### src/rtl/video_pkg.sv
// Shared types and default timing for the video source and the downstream filter stages.
package video_pkg;

    localparam int unsigned PIX_W       = 8;
    localparam int unsigned H_RES_DEF   = 176;
    localparam int unsigned H_BLANK_DEF = 16;
    localparam int unsigned HS_W_DEF    = 8;
    localparam int unsigned V_RES_DEF   = 144;
    localparam int unsigned V_BLANK_DEF = 4;

    typedef logic [PIX_W-1:0] pixel_t;

    typedef enum logic [1:0] {
        StIdle,
        StRun,
        StDrain
    } state_e;

endpackage

### src/rtl/video_stream_src_if.sv
// Pixel stream bundle (vsync/hsync/de/data) passed from the source to the filter pipeline.
interface video_stream_src_if
    import video_pkg::*;
#(
    parameter int unsigned WIDTH = PIX_W
) ();

    logic             vsync;
    logic             hsync;
    logic             de;
    logic [WIDTH-1:0] data;

    modport master (output vsync, hsync, de, data);
    modport slave  (input  vsync, hsync, de, data);

endinterface

### src/rtl/video_timing_cnt.sv
// Horizontal/vertical counters with raw sync, data-enable and end-of-frame flags.
// With VIDEO_STREAM_SRC_PATTERN_EN it also produces the (col + row) test-pattern pixel.
module video_timing_cnt
    import video_pkg::*;
#(
`ifdef VIDEO_STREAM_SRC_PATTERN_EN
    parameter int unsigned WIDTH   = PIX_W,
`endif
    parameter int unsigned H_RES   = H_RES_DEF,
    parameter int unsigned H_BLANK = H_BLANK_DEF,
    parameter int unsigned HS_W    = HS_W_DEF,
    parameter int unsigned V_RES   = V_RES_DEF,
    parameter int unsigned V_BLANK = V_BLANK_DEF
) (
    input  logic             clk,
    input  logic             rstn,
    input  logic             clear_i,
    input  logic             run_i,
`ifdef VIDEO_STREAM_SRC_PATTERN_EN
    output logic [WIDTH-1:0] pat_o,
`endif
    output logic             vsync_o,
    output logic             hsync_o,
    output logic             de_o,
    output logic             eof_o
);

    localparam int unsigned H_TOTAL = H_RES + H_BLANK;
    localparam int unsigned V_TOTAL = V_BLANK + V_RES;
    localparam int unsigned HW      = $clog2(H_TOTAL);
    localparam int unsigned VW      = $clog2(V_TOTAL);

    localparam logic [HW-1:0] HLast = HW'(H_TOTAL - 1);
    localparam logic [VW-1:0] VLast = VW'(V_TOTAL - 1);

    logic [HW-1:0] h_cnt_q, h_cnt_d;
    logic [VW-1:0] v_cnt_q, v_cnt_d;
    logic [31:0]   h_ext, v_ext;

    always_comb begin
        h_cnt_d = h_cnt_q;
        v_cnt_d = v_cnt_q;
        if (clear_i) begin
            h_cnt_d = '0;
            v_cnt_d = '0;
        end else if (run_i) begin
            if (h_cnt_q == HLast) begin
                h_cnt_d = '0;
                v_cnt_d = (v_cnt_q == VLast) ? '0 : v_cnt_q + 1'b1;
            end else begin
                h_cnt_d = h_cnt_q + 1'b1;
            end
        end
    end

    always_ff @(posedge clk) begin
        if (!rstn) begin
            h_cnt_q <= '0;
            v_cnt_q <= '0;
        end else begin
            h_cnt_q <= h_cnt_d;
            v_cnt_q <= v_cnt_d;
        end
    end

    // 32-bit copies keep the comparisons against the int parameters width-clean.
    assign h_ext = 32'(h_cnt_q);
    assign v_ext = 32'(v_cnt_q);

    assign vsync_o = run_i && (v_cnt_q == '0);
    assign hsync_o = run_i && (h_ext >= H_RES) && (h_ext < H_RES + HS_W);
    assign de_o    = run_i && (v_ext >= V_BLANK) && (h_ext < H_RES);
    assign eof_o   = run_i && (h_cnt_q == HLast) && (v_cnt_q == VLast);

`ifdef VIDEO_STREAM_SRC_PATTERN_EN
    assign pat_o = WIDTH'(h_ext + v_ext - V_BLANK);
`endif

endmodule

### src/rtl/video_stream_src.sv
// Frame-buffer reader and video timing generator: emits one frame per accepted start request.
// Optional VIDEO_STREAM_SRC_PATTERN_EN adds i_pattern to replace memory data by (col + row).
module video_stream_src
    import video_pkg::*;
#(
    parameter int unsigned WIDTH   = PIX_W,
    parameter int unsigned H_RES   = H_RES_DEF,
    parameter int unsigned H_BLANK = H_BLANK_DEF,
    parameter int unsigned HS_W    = HS_W_DEF,
    parameter int unsigned V_RES   = V_RES_DEF,
    parameter int unsigned V_BLANK = V_BLANK_DEF,
    parameter int unsigned ADDR_W  = $clog2(H_RES * V_RES)
) (
    input  logic              clk,
    input  logic              rstn,
    input  logic              i_start,
`ifdef VIDEO_STREAM_SRC_PATTERN_EN
    input  logic              i_pattern,
`endif
    output logic              o_busy,
    output logic              o_frame_done,
    output logic              o_rd_en,
    output logic [ADDR_W-1:0] o_rd_addr,
    input  logic [WIDTH-1:0]  i_rd_data,
    video_stream_src_if.master vid_o
);

    state_e            state_q, state_d;
    logic              drain_q, drain_d;
    logic [ADDR_W-1:0] addr_q, addr_d;
    logic              start_acc;
    logic              run;
    logic              mem_mode;

    logic              vs_raw, hs_raw, de_raw, eof;
    logic              s1_vs_q, s1_hs_q, s1_de_q;
    logic              vs_q, hs_q, de_q;
    logic [WIDTH-1:0]  data_q, data_d;

`ifdef VIDEO_STREAM_SRC_PATTERN_EN
    logic              pattern_q;
    logic [WIDTH-1:0]  pat_raw, s1_pat_q;
`endif

    video_timing_cnt #(
`ifdef VIDEO_STREAM_SRC_PATTERN_EN
        .WIDTH   (WIDTH),
`endif
        .H_RES   (H_RES),
        .H_BLANK (H_BLANK),
        .HS_W    (HS_W),
        .V_RES   (V_RES),
        .V_BLANK (V_BLANK)
    ) u_timing (
        .clk     (clk),
        .rstn    (rstn),
        .clear_i (start_acc),
        .run_i   (run),
`ifdef VIDEO_STREAM_SRC_PATTERN_EN
        .pat_o   (pat_raw),
`endif
        .vsync_o (vs_raw),
        .hsync_o (hs_raw),
        .de_o    (de_raw),
        .eof_o   (eof)
    );

    // drain_q distinguishes the first (0) and second (1) DRAIN cycle.
    always_comb begin
        state_d   = state_q;
        drain_d   = drain_q;
        start_acc = 1'b0;
        unique case (state_q)
            StIdle: begin
                if (i_start) begin
                    state_d   = StRun;
                    start_acc = 1'b1;
                end
            end
            StRun: begin
                if (eof) begin
                    state_d = StDrain;
                    drain_d = 1'b0;
                end
            end
            StDrain: begin
                drain_d = 1'b1;
                if (drain_q) begin
                    state_d = StIdle;
                end
            end
            default: state_d = StIdle;
        endcase
    end

    assign run          = (state_q == StRun);
    assign o_busy       = (state_q != StIdle);
    assign o_frame_done = (state_q == StDrain) && drain_q;

`ifdef VIDEO_STREAM_SRC_PATTERN_EN
    assign mem_mode = !pattern_q;
`else
    assign mem_mode = 1'b1;
`endif

    assign o_rd_en   = de_raw && mem_mode;
    assign o_rd_addr = addr_q;

    always_comb begin
        addr_d = addr_q;
        if (start_acc) begin
            addr_d = '0;
        end else if (de_raw) begin
            addr_d = addr_q + 1'b1;
        end
    end

    // Read data arrives alongside stage 1, so the output register lands 2 cycles after raw.
    always_comb begin
        data_d = '0;
        if (s1_de_q) begin
`ifdef VIDEO_STREAM_SRC_PATTERN_EN
            data_d = pattern_q ? s1_pat_q : i_rd_data;
`else
            data_d = i_rd_data;
`endif
        end
    end

    always_ff @(posedge clk) begin
        if (!rstn) begin
            state_q <= StIdle;
            drain_q <= 1'b0;
            addr_q  <= '0;
            s1_vs_q <= 1'b0;
            s1_hs_q <= 1'b0;
            s1_de_q <= 1'b0;
            vs_q    <= 1'b0;
            hs_q    <= 1'b0;
            de_q    <= 1'b0;
            data_q  <= '0;
        end else begin
            state_q <= state_d;
            drain_q <= drain_d;
            addr_q  <= addr_d;
            s1_vs_q <= vs_raw;
            s1_hs_q <= hs_raw;
            s1_de_q <= de_raw;
            vs_q    <= s1_vs_q;
            hs_q    <= s1_hs_q;
            de_q    <= s1_de_q;
            data_q  <= data_d;
        end
    end

`ifdef VIDEO_STREAM_SRC_PATTERN_EN
    always_ff @(posedge clk) begin
        if (!rstn) begin
            pattern_q <= 1'b0;
            s1_pat_q  <= '0;
        end else begin
            if (start_acc) begin
                pattern_q <= i_pattern;
            end
            s1_pat_q <= pat_raw;
        end
    end
`endif

    assign vid_o.vsync = vs_q;
    assign vid_o.hsync = hs_q;
    assign vid_o.de    = de_q;
    assign vid_o.data  = data_q;

endmodule

### src/flat_wrapper.sv
// flat-port wrapper written by rule: the top's interface ports become plain ports
module video_stream_src_flat import video_pkg::*;
#(
    parameter int unsigned WIDTH   = PIX_W,
    parameter int unsigned H_RES   = H_RES_DEF,
    parameter int unsigned H_BLANK = H_BLANK_DEF,
    parameter int unsigned HS_W    = HS_W_DEF,
    parameter int unsigned V_RES   = V_RES_DEF,
    parameter int unsigned V_BLANK = V_BLANK_DEF,
    parameter int unsigned ADDR_W  = $clog2(H_RES * V_RES)
)
  (clk, rstn, i_start, o_busy, o_frame_done, o_rd_en, o_rd_addr, i_rd_data, vid_o_vsync, vid_o_hsync, vid_o_de, vid_o_data);
  video_stream_src_if #(.WIDTH(WIDTH)) vid_o_i ();
  input  logic clk;
  input  logic rstn;
  input  logic i_start;
  output logic o_busy;
  output logic o_frame_done;
  output logic o_rd_en;
  output logic [ADDR_W-1:0] o_rd_addr;
  input  logic [WIDTH-1:0] i_rd_data;
  output wire logic [$bits(vid_o_i.vsync)-1:0] vid_o_vsync;
  output wire logic [$bits(vid_o_i.hsync)-1:0] vid_o_hsync;
  output wire logic [$bits(vid_o_i.de)-1:0] vid_o_de;
  output wire logic [$bits(vid_o_i.data)-1:0] vid_o_data;
  assign vid_o_vsync = vid_o_i.vsync;
  assign vid_o_hsync = vid_o_i.hsync;
  assign vid_o_de = vid_o_i.de;
  assign vid_o_data = vid_o_i.data;
  video_stream_src #(.WIDTH(WIDTH), .H_RES(H_RES), .H_BLANK(H_BLANK), .HS_W(HS_W), .V_RES(V_RES), .V_BLANK(V_BLANK), .ADDR_W(ADDR_W)) u_core (.clk(clk), .rstn(rstn), .i_start(i_start), .o_busy(o_busy), .o_frame_done(o_frame_done), .o_rd_en(o_rd_en), .o_rd_addr(o_rd_addr), .i_rd_data(i_rd_data), .vid_o(vid_o_i));
endmodule
### config.mk
export PLATFORM = sky130hd
export DESIGN_NAME = video_stream_src_flat
export DESIGN_NICKNAME = d
export VERILOG_FILES = /design/src/rtl/video_pkg.sv /design/src/rtl/video_stream_src_if.sv /design/src/rtl/video_timing_cnt.sv /design/src/rtl/video_stream_src.sv /design/src/flat_wrapper.sv
export SDC_FILE = /design/constraint.sdc
export NUM_CORES = 1
export LEC_CHECK = 0
export BUFFER_PORTS_ARGS = -buffer_cell sky130_fd_sc_hd__clkbuf_2
export CORE_ASPECT_RATIO = 1.4
export CORE_MARGIN = 1.5
export CORE_UTILIZATION = 58
export CTS_CLUSTER_DIAMETER = 40
export CTS_CLUSTER_SIZE = 30
export DETAILED_ROUTE_END_ITERATION = 8
export PLACE_DENSITY = 0.82
export SETUP_SLACK_MARGIN = 0.02
export SLEW_MARGIN = 20
export SYNTH_ARGS = -nofsm -noshare
export SYNTH_HDL_FRONTEND = slang
export SYNTH_SLANG_ARGS = --single-unit
### constraint.sdc
create_clock -name clk -period 3.7 [get_ports clk]
set_input_delay 0.185 -clock clk [delete_from_list [all_inputs] [get_ports clk]]
set_output_delay 0.185 -clock clk [all_outputs]
set_load 0.02 [all_outputs]
==> metrics.md <==
| Metric | Value |
|---|---|
| Max Freq | 0.426 GHz |
| Place WS | 1.61 ns |
| Commonest cells after routing, fill and taps aside | dfxtp_1, clkbuf_2, a21oi_1 |
| WP data arrival | 2.16 ns |
| Chip width | 53.7 um |
| Post-DP HPWL | 3.06 mm |
| Max Cap Viol | 0 |
| Gpl congestion | 0.862 |
| Synth Warn # | 0 |
| Chip Height | 74.0 um |
| Clock Sinks | 48 |
| Initial antenna violation count | 0 |
| GRT overflow | 0 |
| HP Start | i_rd_data[5] |
| Crit path launch | u_core.u_timing.v_cnt_q[2]$_SDFFE_PP0P_ |
| Net Count, Synth | 244 |
| First-pass GRT wire length | 6.90 mm |
| Combinational fraction of design power | 0.036 |
| Leakage | 0.916 nW |
| Clock transition at the registers of the reported paths | 0.09 ns |
| I/O Buffers | 39 |
| Count of final max-slew check failures | 0 |
| Unrepaired setup endpoints after global routing | no |
| Worst VDD drop | 331 uV |
| Leading cell type in the layout, fill and taps excluded | dfxtp_1 |
| H-tree Lvls | 2 |
| Synth Register Bits | 48 |
| Worst EP required | 3.51 ns |
| DR pass1 iterations | 4 |
| Final min period | 2.35 ns |
| Slew Limit Headroom | 0.491 |
| Syn avg cell area | 9.12 sq um |
| Core Area | 3410 sq um |
| Fin crit share | 0.635 |
| Post-synthesis cell area | 2090 sq um |
| Startpoint types | flip-flop |
| TritonCTS buffer count | 5 |
| Design area | 2390 sq um |
| Vias | 1836 |
| Starting Density | 0.612 |
| NetSw | 0.000202 W |
| Antenna-violating nets left | 0 |
| Synth unique cells | 36 |
| Worst setup margin | 1.35 ns |
| Hold WC Path Type | input port to flip-flop |
| Fin nets | 281 |
| Clock power frac | 0.405 |
| Hold_buf cts | 0 |
| Part of the power in registers | 0.559 |
| Routed WL | 4.26 mm |
| Clock Skews | 0.00551 ns |
| Drt via density | 5.98 |
| Max FO, Critical Path | 24 |
| Antenna diodes | 0 |
| Final setup viols | 0 |
| Status | complete, no violations |
| CTS max path bufs | 2 |
| Worst reg2reg setup slack | 1.59 ns |
| Drt drc | 0 |
| Int Pwr | 0.000733 W |
| Critical Setup Path Class | flip-flop to output port |
| CTS tree | yes |
| Starting DRT DRC Count | 54 |
| Pin count of the biggest net entering global routing | 25 |
| Post-CTS setup buffer count | 0 |
| Vias in the first global route | 1619 |
| Wirelength per Cell | 13.9 um |
| Setup TNS | 0 ns |
| Sw frac | 0.216 |
| PostCTS Resize Cnt | 0 |
| Die area | 3970 sq um |
| Row count | 25 |
| Clock Tree Root | clkbuf_8 |
| Mapped Cells | 229 |
| Post-synthesis sequential area ratio | 0.460 |
| Final hold viol count | 0 |
| Syn-to-layout area delta | 14.7% |
| CP endpoint kind | output port |
| Tot GR Track Use | 0.234 |
| Share of cells above drive strength 1 | 0.195 |
| Slew at the pin closest to its max-slew limit | 0.763 ns |
| # IOs | 40 |
| P per Cell Area | 390 nW/um^2 |
| DP Area | 2280 sq um |
| Worst-Skew Late Latency | 0.30 ns |
| Worst r2r src | u_core.u_timing.h_cnt_q[1]$_SDFFE_PP0P_ |
| Fillers | 296 |
==> metal layers <==
| layer | vias up | share of wire | global-route usage |
|---|---|---|---|
| met2 | 39 | 0.52 | 0.398 |
| met3 | 4 | 0.039 | 0.0622 |
| li1 | 922 | - | - |
| met4 | 0 | 0.016 | 0.117 |
| met5 | - | 0 | 0 |
| met1 | 871 | 0.42 | 0.263 |
==> state kept, by name, indices dropped and copies added (netlist names) <==
| register | flops |
|---|---|
| u_core.u_timing.v_cnt_q | 8 |
| u_core.s1_vs_q | 1 |
| u_core.vid_o.hsync | 1 |
| u_core.vid_o.vsync | 1 |
| u_core.vid_o.data | 8 |
| u_core.state_q | 2 |
| u_core.vid_o.de | 1 |
| u_core.s1_de_q | 1 |
| u_core.drain_q | 1 |
| u_core.u_timing.h_cnt_q | 8 |
| u_core.o_rd_addr | 15 |
| u_core.s1_hs_q | 1 |
==> final timing paths <==
check	end	cells past startpoint
max	o_rd_en	4
min reg2reg	u_core.vid_o.hsync$_SDFF_PN0_	1
min	u_core.vid_o.data[5]$_SDFF_PN0_	2
max reg2reg	u_core.u_timing.v_cnt_q[7]$_SDFFE_PP0P_	5
==> power by group through the flow <==
stage / registers, W / clock network (W) / logic, W
finish: 0.000522 / 0.000379 / 0.0000340
global route: 0.000523 / 0.000411 / 0.0000378
CTS: 0.000522 / 0.000389 / 0.0000338
detailed placement: 0.000534 / 0 / 0.0000335
global placement: 0.000534 / 0 / 0.0000335
floorplan: 0.000534 / 0 / 0.0000221
==> metrics by stage <==
stage	hold slack [ns]	util	instances	total power, W
CTS	0.114	0.702	307	0.000945
detailed placement	0.421	0.668	299	0.000568
floorplan	0.329	-	229	0.000556
global placement	0.415	0.668	299	0.000567
global route	0.114	0.702	307	0.000971
finish	0.117	0.702	307	0.000934
==> layout make-up <==
class                   instances  area, sq um  share of cell area
flip-flops and latches         48          961               0.401
clock buffers                   5         68.8              0.0287
inverters                       9         33.8              0.0141
repair buffers                 39          195              0.0815
clock inverters                 3         47.5              0.0199
well taps                      40         50.0              0.0209
multi-input cells             163         1040               0.434
==> worst max-delay path, cell delays in order (launching register included) <==
cell and delay [ns]:
dfxtp_1 0.36, or4_4 0.58, o32ai_4 0.66, nor2_1 0.08, clkbuf_2 0.18
==> kinds of logic after synthesis <==
logic type / Yosys count / share of synthesized area
fa+ha+maj: 4 / 0.0240
xor+xnor: 10 / 0.0419
flops: 48 / 0.460
buf+inv: 18 / 0.0425
compound gates: 43 / 0.134
simple gates: 103 / 0.283
mux: 3 / 0.0144
==> cells in the mapped netlist <==
| library cell | n | area share |
|---|---|---|
| o31ai_1 | 10 | 0.036 |
| nor4_1 | 11 | 0.033 |
| buf_6 | 1 | 0.0054 |
| or2_2 | 1 | 0.0030 |
| and2_1 | 4 | 0.012 |
| nor2b_1 | 1 | 0.0030 |
| o211ai_1 | 1 | 0.0036 |
| o21a_1 | 1 | 0.0036 |
| dfxtp_1 | 48 | 0.46 |
| nand4_1 | 6 | 0.018 |
| a21oi_1 | 20 | 0.048 |
| o21ai_1 | 6 | 0.014 |
| mux2i_1 | 3 | 0.014 |
| o21ai_0 | 3 | 0.0072 |
| xnor2_1 | 8 | 0.034 |
| nor3_1 | 2 | 0.0048 |
| buf_2 | 2 | 0.0048 |
| nor2_1 | 16 | 0.029 |
| ha_1 | 4 | 0.024 |
| or4_1 | 10 | 0.036 |
| nand4b_2 | 1 | 0.0072 |
| or3_1 | 10 | 0.030 |
| and3_1 | 11 | 0.033 |
| inv_1 | 9 | 0.016 |
| or4_4 | 1 | 0.0054 |
| clkbuf_1 | 5 | 0.0090 |
| and4_1 | 2 | 0.0084 |
| o32ai_4 | 1 | 0.013 |
| buf_8 | 1 | 0.0072 |
| nand3b_1 | 1 | 0.0036 |
| xor2_1 | 2 | 0.0084 |
| nor3b_1 | 1 | 0.0036 |
| o311ai_2 | 1 | 0.0078 |
| nand2_1 | 13 | 0.023 |
| nand2b_1 | 3 | 0.0090 |
| nand3_1 | 9 | 0.022 |
No activity file was read; power rests on OpenSTA's default activity.
